**src/rtl/serial_link_pkg.sv**
```systemverilog
// Symbol definitions shared by the serial link transmitter and the receiver/IDL detector,
// so COM and the link states are defined in one place.
package serial_link_pkg;

  localparam int              DATA_W        = 8;
  localparam logic [DATA_W-1:0] COM_SYMBOL  = 8'hBC;
  localparam int              TRAIN_SYMBOLS = 4;

  typedef enum logic {
    TRAIN = 1'b0,
    DATA  = 1'b1
  } link_state_t;

endpackage

```
**src/rtl/paralelo_serial_tx_if.sv**
```systemverilog
// Upstream byte handshake into the serial transmitter.
// A byte moves on any clk_32f edge where valid_in and ready_out are both high.
interface paralelo_serial_tx_if;
  import serial_link_pkg::*;

  logic [DATA_W-1:0] data_in;
  logic              valid_in;
  logic              ready_out;

  modport master (output data_in, output valid_in, input ready_out);
  modport slave  (input data_in, input valid_in, output ready_out);

endinterface

```
**src/rtl/paralelo_serial_tx_hold_buf.sv**
```systemverilog
// One-entry holding register between the upstream handshake and the shifter.
// Written one cycle after push; a push and a pop on the same edge keeps it full with the new byte.
module tx_hold_buf
  import serial_link_pkg::*;
(
  input  logic              clk_32f,
  input  logic              reset,
  input  logic              push,
  input  logic [DATA_W-1:0] push_dat,
  input  logic              pop,
  output logic              full,
  output logic [DATA_W-1:0] hold_dat
);

  always_ff @(posedge clk_32f or negedge reset) begin
    if (!reset) begin
      full     <= 1'b0;
      hold_dat <= '0;
    end else if (push) begin
      full     <= 1'b1;
      hold_dat <= push_dat;
    end else if (pop) begin
      full     <= 1'b0;
    end
  end

endmodule

```
**src/rtl/paralelo_serial_tx.sv**
```systemverilog
// Byte-to-serial transmitter, MSB first, COM-filled idle slots and a COM training burst after enable.
// Accepted byte goes out at the next load edge (1..8 cycles); ready_out drops while the hold slot is occupied.
module paralelo_serial_tx
  import serial_link_pkg::*;
#(
  parameter logic [DATA_W-1:0] COM_SYM   = COM_SYMBOL,
  parameter int                TRAIN_LEN = TRAIN_SYMBOLS
) (
  input  logic                 clk_32f,
  input  logic                 reset,
  input  logic                 tx_enable,
  paralelo_serial_tx_if.slave  bus,
  output logic                 data_out,
  output logic                 link_active,
  output logic                 sym_start
);

  localparam int CNT_W = (TRAIN_LEN > 1) ? $clog2(TRAIN_LEN) : 1;
  localparam logic [CNT_W-1:0] LAST_SYM = CNT_W'(TRAIN_LEN - 1);

  logic [2:0]        bit_cnt;
  logic [CNT_W-1:0]  sym_cnt;
  link_state_t       state;
  logic [DATA_W-1:0] shift_reg;
  logic [DATA_W-1:0] hold_dat;
  logic [DATA_W-1:0] next_sym;
  logic              hold_full;
  logic              load;
  logic              drain;
  logic              ready;
  logic              push;

  // A disabled DATA slot still sends COM, so the hold byte survives retraining.
  assign load     = (bit_cnt == 3'd0);
  assign drain    = load && (state == DATA) && tx_enable && hold_full;
  assign next_sym = drain ? hold_dat : COM_SYM;
  assign ready    = (state == DATA) && tx_enable && (!hold_full || drain);
  assign push     = bus.valid_in && ready;
  assign bus.ready_out = ready;

  tx_hold_buf u_hold (
    .clk_32f  (clk_32f),
    .reset    (reset),
    .push     (push),
    .push_dat (bus.data_in),
    .pop      (drain),
    .full     (hold_full),
    .hold_dat (hold_dat)
  );

  always_ff @(posedge clk_32f or negedge reset) begin
    if (!reset) begin
      bit_cnt     <= 3'd0;
      sym_cnt     <= '0;
      state       <= TRAIN;
      shift_reg   <= COM_SYM;
      data_out    <= 1'b0;
      sym_start   <= 1'b0;
      link_active <= 1'b0;
    end else begin
      bit_cnt <= bit_cnt + 3'd1;
      if (load) begin
        shift_reg <= next_sym;
        data_out  <= next_sym[DATA_W-1];
        sym_start <= 1'b1;
        case (state)
          TRAIN: begin
            if (!tx_enable) begin
              sym_cnt <= '0;
            end else if (sym_cnt == LAST_SYM) begin
              state       <= DATA;
              sym_cnt     <= '0;
              link_active <= 1'b1;
            end else begin
              sym_cnt <= sym_cnt + CNT_W'(1);
            end
          end
          DATA: begin
            if (!tx_enable) begin
              state       <= TRAIN;
              sym_cnt     <= '0;
              link_active <= 1'b0;
            end
          end
          default: state <= TRAIN;
        endcase
      end else begin
        data_out  <= shift_reg[3'(DATA_W - 1) - bit_cnt];
        sym_start <= 1'b0;
      end
    end
  end

endmodule
```
**src/flat_wrapper.sv**
```systemverilog
// flat-port wrapper written by rule: the top's interface ports become plain ports
module paralelo_serial_tx_flat import serial_link_pkg::*;
#(
  parameter logic [DATA_W-1:0] COM_SYM   = COM_SYMBOL,
  parameter int                TRAIN_LEN = TRAIN_SYMBOLS
)
  (clk_32f, reset, tx_enable, data_out, link_active, sym_start, bus_data_in, bus_valid_in, bus_ready_out);
  paralelo_serial_tx_if bus_i ();
  input  logic clk_32f;
  input  logic reset;
  input  logic tx_enable;
  output logic data_out;
  output logic link_active;
  output logic sym_start;
  input wire logic [$bits(bus_i.data_in)-1:0] bus_data_in;
  input wire logic [$bits(bus_i.valid_in)-1:0] bus_valid_in;
  output wire logic [$bits(bus_i.ready_out)-1:0] bus_ready_out;
  assign bus_i.data_in = bus_data_in;
  assign bus_i.valid_in = bus_valid_in;
  assign bus_ready_out = bus_i.ready_out;
  paralelo_serial_tx #(.COM_SYM(COM_SYM), .TRAIN_LEN(TRAIN_LEN)) u_core (.clk_32f(clk_32f), .reset(reset), .tx_enable(tx_enable), .bus(bus_i), .data_out(data_out), .link_active(link_active), .sym_start(sym_start));
endmodule
```
**config.mk**
```make
export PLATFORM = sky130hd
export DESIGN_NAME = paralelo_serial_tx_flat
export DESIGN_NICKNAME = d
export VERILOG_FILES = /design/src/rtl/serial_link_pkg.sv /design/src/rtl/paralelo_serial_tx_if.sv /design/src/rtl/paralelo_serial_tx_hold_buf.sv /design/src/rtl/paralelo_serial_tx.sv /design/src/flat_wrapper.sv
export SDC_FILE = /design/constraint.sdc
export NUM_CORES = 1
export LEC_CHECK = 0
export CAP_MARGIN = 20
export CORE_MARGIN = 10
export CORE_UTILIZATION = 45
export DETAILED_ROUTE_END_ITERATION = 8
export PLACE_DENSITY = 0.79
export SLEW_MARGIN = 20
export SYNTH_ARGS = -nofsm -noshare
export SYNTH_HDL_FRONTEND = slang
export SYNTH_SLANG_ARGS = --single-unit
```
**constraint.sdc**
```tcl
create_clock -name clk_32f -period 1.88 [get_ports clk_32f]
set_input_delay 0.282 -clock clk_32f [delete_from_list [all_inputs] [get_ports clk_32f]]
set_output_delay 0.282 -clock clk_32f [all_outputs]
set_load 0.02 [all_outputs]
```
## Yosys cells after proc, flatten, opt, wreduce, memory -nomap -nowiden

Cells that the tools add are included.
W data, S select, Z words.

| storage, ports and cells | value |
|---|---|
| flip-flop bits (word level) | 26 |
| latch bits | 0 |
| memory bits (writable) | 0 |
| memory bits (read-only) | 0 |
| input bits | 12 |
| word-level logic and storage cells | 49 |
| memories | 0 |

| operators by class | value |
|---|---|
| $add $sub $neg | 3 |
| multipliers | 0 |
| divide/modulo/power cells | 0 |
| $lt $le $gt $ge | 1 |
| eq/ne operators | 4 |
| shift operators | 0 |
| multiplexer cells | 19 |
| bitwise gates (word level) | 1 |
| reduce and logical (&&, ||, !) cells | 12 |

Operator list:

| operator | count |
|---|---|
| $mux W1 | 11 |
| $mux W8 | 1 |
| $logic_and A1 B1 Y1 | 6 |
| $mux W2 | 3 |
| $lt A3 B4 Y1 const B | 1 |
| $ne A2 B2 Y1 const B | 2 |
| $pmux W1 S2 | 2 |
| $pmux W2 S2 | 1 |
| $reduce_and A4 Y1 | 1 |
| $add A3 B1 Y3 const B | 1 |
| $bmux W1 S3 | 1 |
| $logic_not A3 Y1 | 1 |
| $sub A3 B3 Y3 const A | 1 |
| $add A2 B1 Y2 const B | 1 |
| $eq A2 B2 Y1 const B | 1 |
| $ne A2 B1 Y1 const B | 1 |
| $reduce_and A2 Y1 | 1 |
| $reduce_bool A2 Y1 | 1 |
| $logic_not A1 Y1 | 1 |
| $logic_or A1 B1 Y1 | 1 |
| $not A1 Y1 | 1 |

## Longest topological paths before layout

| logic depth | value |
|---|---|
| depth in word-level cells | 8 |
| mapped depth | 6 |
| depth with buffers taken out | 6 |

## By module

From an unflattened synthesis, not the netlist that was laid out.

| second synthesis, totals | value |
|---|---|
| cell total of the unflattened synthesis | 84 |
| area, all modules | 1161.1 um2 |

Modules (own cells, without submodules):

| module | times used | cells each | area an instance (um2) |
|---|---|---|---|
| paralelo_serial_tx | 1 | 64 | 792.0 |
| tx_hold_buf | 1 | 20 | 369.1 |

## Worst setup path before layout

OpenSTA, ideal clock, no wires.

| timing path | value |
|---|---|
| kind | register to register |
| from | reg u_core.bit_cnt[0] |
| to | reg u_core.u_hold.hold_dat[0] |
| data arrival time | 1.585 ns |
| data required time | 1.755 ns |
| path slack | 0.170 ns |
| stages on the path, launching flop included | 6 |
| path buffers | 0 |
| clock period less this slack | 1.710 ns |
| cells stage by stage | dfrtp_1 > inv_1 > ha_1 > nand2b_4 > a211oi_4 > mux2_2 |

| on the way | value |
|---|---|
| cells in the longest elaborated chain, start to end | 7 |

RTL lines:

| what | line | text |
|---|---|---|
| from (decl) | paralelo_serial_tx.sv:21 | `logic [2:0] bit_cnt;` |
| from (signal assigned) | paralelo_serial_tx.sv:61 | `bit_cnt <= bit_cnt + 3'd1;` |
| $logic_not A3 Y1 | paralelo_serial_tx.sv:34 | `assign load = (bit_cnt == 3'd0);` |
| $logic_and A1 B1 Y1 (3 in series) | paralelo_serial_tx.sv:35 | `assign drain = load && (state == DATA) && tx_enable && hold_full;` |
| $logic_or A1 B1 Y1 | paralelo_serial_tx.sv:37 | `assign ready = (state == DATA) && tx_enable && (!hold_full \|\| drain);` |
| $logic_and A1 B1 Y1 | paralelo_serial_tx.sv:37 |  |
| $logic_and A1 B1 Y1 | paralelo_serial_tx.sv:38 | `assign push = bus.valid_in && ready;` |
| to (signal assigned) | paralelo_serial_tx_hold_buf.sv:21 | `hold_dat <= push_dat;` |
| to (decl) | paralelo_serial_tx_hold_buf.sv:12 | `output logic [DATA_W-1:0] hold_dat` |

No other way between the ends.
A chain may end at the register's enable or synchronous reset.

## Worst setup path after layout

| timing path | value |
|---|---|
| from | reg u_core.bit_cnt[0] |
| to | out bus_ready_out |

| on the way | value |
|---|---|
| cells in the longest elaborated chain, start to end | 6 |

RTL lines:

| what | line | text |
|---|---|---|
| $logic_not A3 Y1 | paralelo_serial_tx.sv:34 |  |
| $logic_and A1 B1 Y1 (3 in series) | paralelo_serial_tx.sv:35 |  |
| $logic_or A1 B1 Y1 | paralelo_serial_tx.sv:37 |  |
| $logic_and A1 B1 Y1 | paralelo_serial_tx.sv:37 |  |
| to (decl) | flat_wrapper.sv:17 | `output wire logic [$bits(bus_i.ready_out)-1:0] bus_ready_out;` |

No other way between the ends.

==> qor.txt <==
CP Data Arrival Time = 1440 ps
Reg area = 657 sq um
Register area share after synthesis = 59.5%
H-tree lvl count = 1
Height of the die = 69.6 microns
Max Clock Skew = 8.66 ps
PortBufs = 15
Max_cap viols = 0
CTS root buf = clkbuf_4
Fin util = 62.3%
Synth Register Bits = 26
Core ar. = 0.00228 sq mm
Antenna cells = 0
Setup bufs post-CTS = 0
Via density per instance = 5.28
Tcrit/Tclk final = 91.5%
Slew @ Worst Pin = 479 ps
Area grow syn2layout = 28.3%
Mapped Avg Cell Area = 13.3 sq um
Fmax = 581 MHz
Antenna violations before repair = 0
Post-DP HPWL = 1650 microns
Vias = 734
Vias in the first global route = 767
Die width = 69.6 microns
Multi-input gate area in the final layout = 435 sq um
Nets = 127
Final hold vios = 0
CTS tree = done
Crit-path max FO = 4
Design area = 0.00142 sq mm
Layout cells sized above 1 = 31.5%
Skew-Pair Late Insertion Delay = 320 ps
Sink count of the clock tree = 26
CP Capture Type = primary output
Largest net degree at the start of global routing = 27
CTS hold repair buffers = 0
Overflow after GRT = 0
Setup violations, final = 0
WL per Instance = 15.7 microns
GRT Util Overall = 9.22%
Leak Pwr = 0.000613 uW
First-pass GRT wire length = 3690 microns
Final antenna-violating net count = 0
Initial Util = 48.5%
Clock buffer depth = 2
Startpoint type of the worst setup path = register
Ports = 16
Layout fillers = 179
Syn_nets = 98
DRT iter0 DRCs = 31
Worst vdd ir = 0.000820 V
Cell Area, Synth = 0.00110 sq mm
Worst min path class = in2async
Synth cell types = 27
Status = finished clean
Full die area = 0.00484 sq mm
Drt drc = 0
Clk slew on worst S/H paths = 140 ps
Core Rows = 17
Pre-antenna DRT Iters = 4
Clock buffer count from CTS = 3
PD cells = 1000 mW/mm^2
Slew HR = 67.3%
RSZ-0062 raised after global routing = no
Setup CP Type = reg2out
Final-report max-slew violation count = 0
Setup tns final = 0 ps
Post-Synthesis Cells = 83
Synthesis Warnings = 0
Placement Cell Area = 0.00136 sq mm
Gpl congestion = 0.837
Minimum clock period = 1720 ps
Total Wirelength = 2190 microns
Critical Path RT = 1600 ps
[per-layer routing]
metal / vias up / part of all wire [%] / track usage [%]
met5: - / 0 / 0
met1: 359 / 43 / 9.80
met4: 0 / 0.73 / 3.55
met2: 13 / 50 / 15.4
met3: 2 / 5.5 / 4.28
li1: 360 / - / -
[per-stage QoR]
step	total power (uW)	hold slack, ps	instances	setup slack (ps)
after floorplan	944	-13.6	83	170
after global placement	1030	426	135	12.5
after detailed placement	1060	433	135	-24.3
after CTS	1430	301	139	23.9
after global routing	1500	305	139	47.8
final	1420	299	139	160
[report_power, final]
part           total [uW]  switching (uW)  internal (uW)
clock                 381             165            216
combinational         249            89.6            159
sequential            795             102            692
[cell usage in the layout, fill, tap and decap left out, types with 4 or more instances in the layout]
master / count
buf_4: 11
dfrtp_1: 21
nand2_1: 4
dfstp_2: 5
mux2_2: 8
clkdlybuf4s50_1: 14
o21ai_0: 5
a22o_1: 6
o22a_1: 4
[cell families after synthesis]
logic type	share of synthesized area (%)
fa+ha+maj	3.40
buf+inv	1.70
compound gates	15.9
simple gates	8.61
mux	10.2
flops	59.5
xor+xnor	0.793
[synth_stat cells (all sizes together)]
master,n,area [sq um]
dfrtp,21,526
mux2,8,90.1
a22o,6,52.6
dfstp,5,131
nand2,5,21.3
o21ai,5,25.0
o22a,4,35.0
ha,3,37.5
inv,3,11.3
nand2b,3,26.3
nor2,3,11.3
a2111oi,2,17.5
a21oi,2,10.0
nor2b,2,12.5
a211oi,1,20.0
a31oi,1,6.26
clkbuf,1,3.75
clkinv,1,3.75
mux4,1,22.5
nand3,1,5.00
nor3,1,5.00
nor3b,1,7.51
o41ai,1,8.76
or2,1,6.26
xor2,1,8.76
[worst max-delay path, stage by stage (launching register included)]
cell and delay (ps):
dfrtp_1 400, inv_1 80, ha_2 230, nand2b_4 90, a21oi_2 160, buf_4 160
[final cells by class]
type	count	share of cell area, %
inverters	4	1.06
multi-input cells	52	30.7
clock buffers	3	1.59
clock inverters	1	2.12
flip-flops and latches	26	46.3
repair buffers	25	15.7
well taps	28	2.47
[worst paths after layout]
path                                        endpoint  depth (start not counted)               from  slack [ps]
setup / recovery                       bus_ready_out                          5  u_core.bit_cnt[0]         160
hold / removal             u_core.u_hold.hold_dat[4]                          2              reset         300
setup reg to reg           u_core.u_hold.hold_dat[1]                          6  u_core.bit_cnt[0]         220
hold reg to reg                    u_core.bit_cnt[0]                          1  u_core.bit_cnt[0]         460
max in group asynchronous        u_core.shift_reg[7]                          2              reset        1270
min in group clk_32f               u_core.bit_cnt[0]                          1  u_core.bit_cnt[0]         460
[repair_timing]
item | 4_1_cts | 5_1_grt
pin swaps | 0 | 0
gates resized for setup | 4 | 3
setup endpoints to repair | 1 | 1
Note: power is estimated with default switching activity, not from simulation.
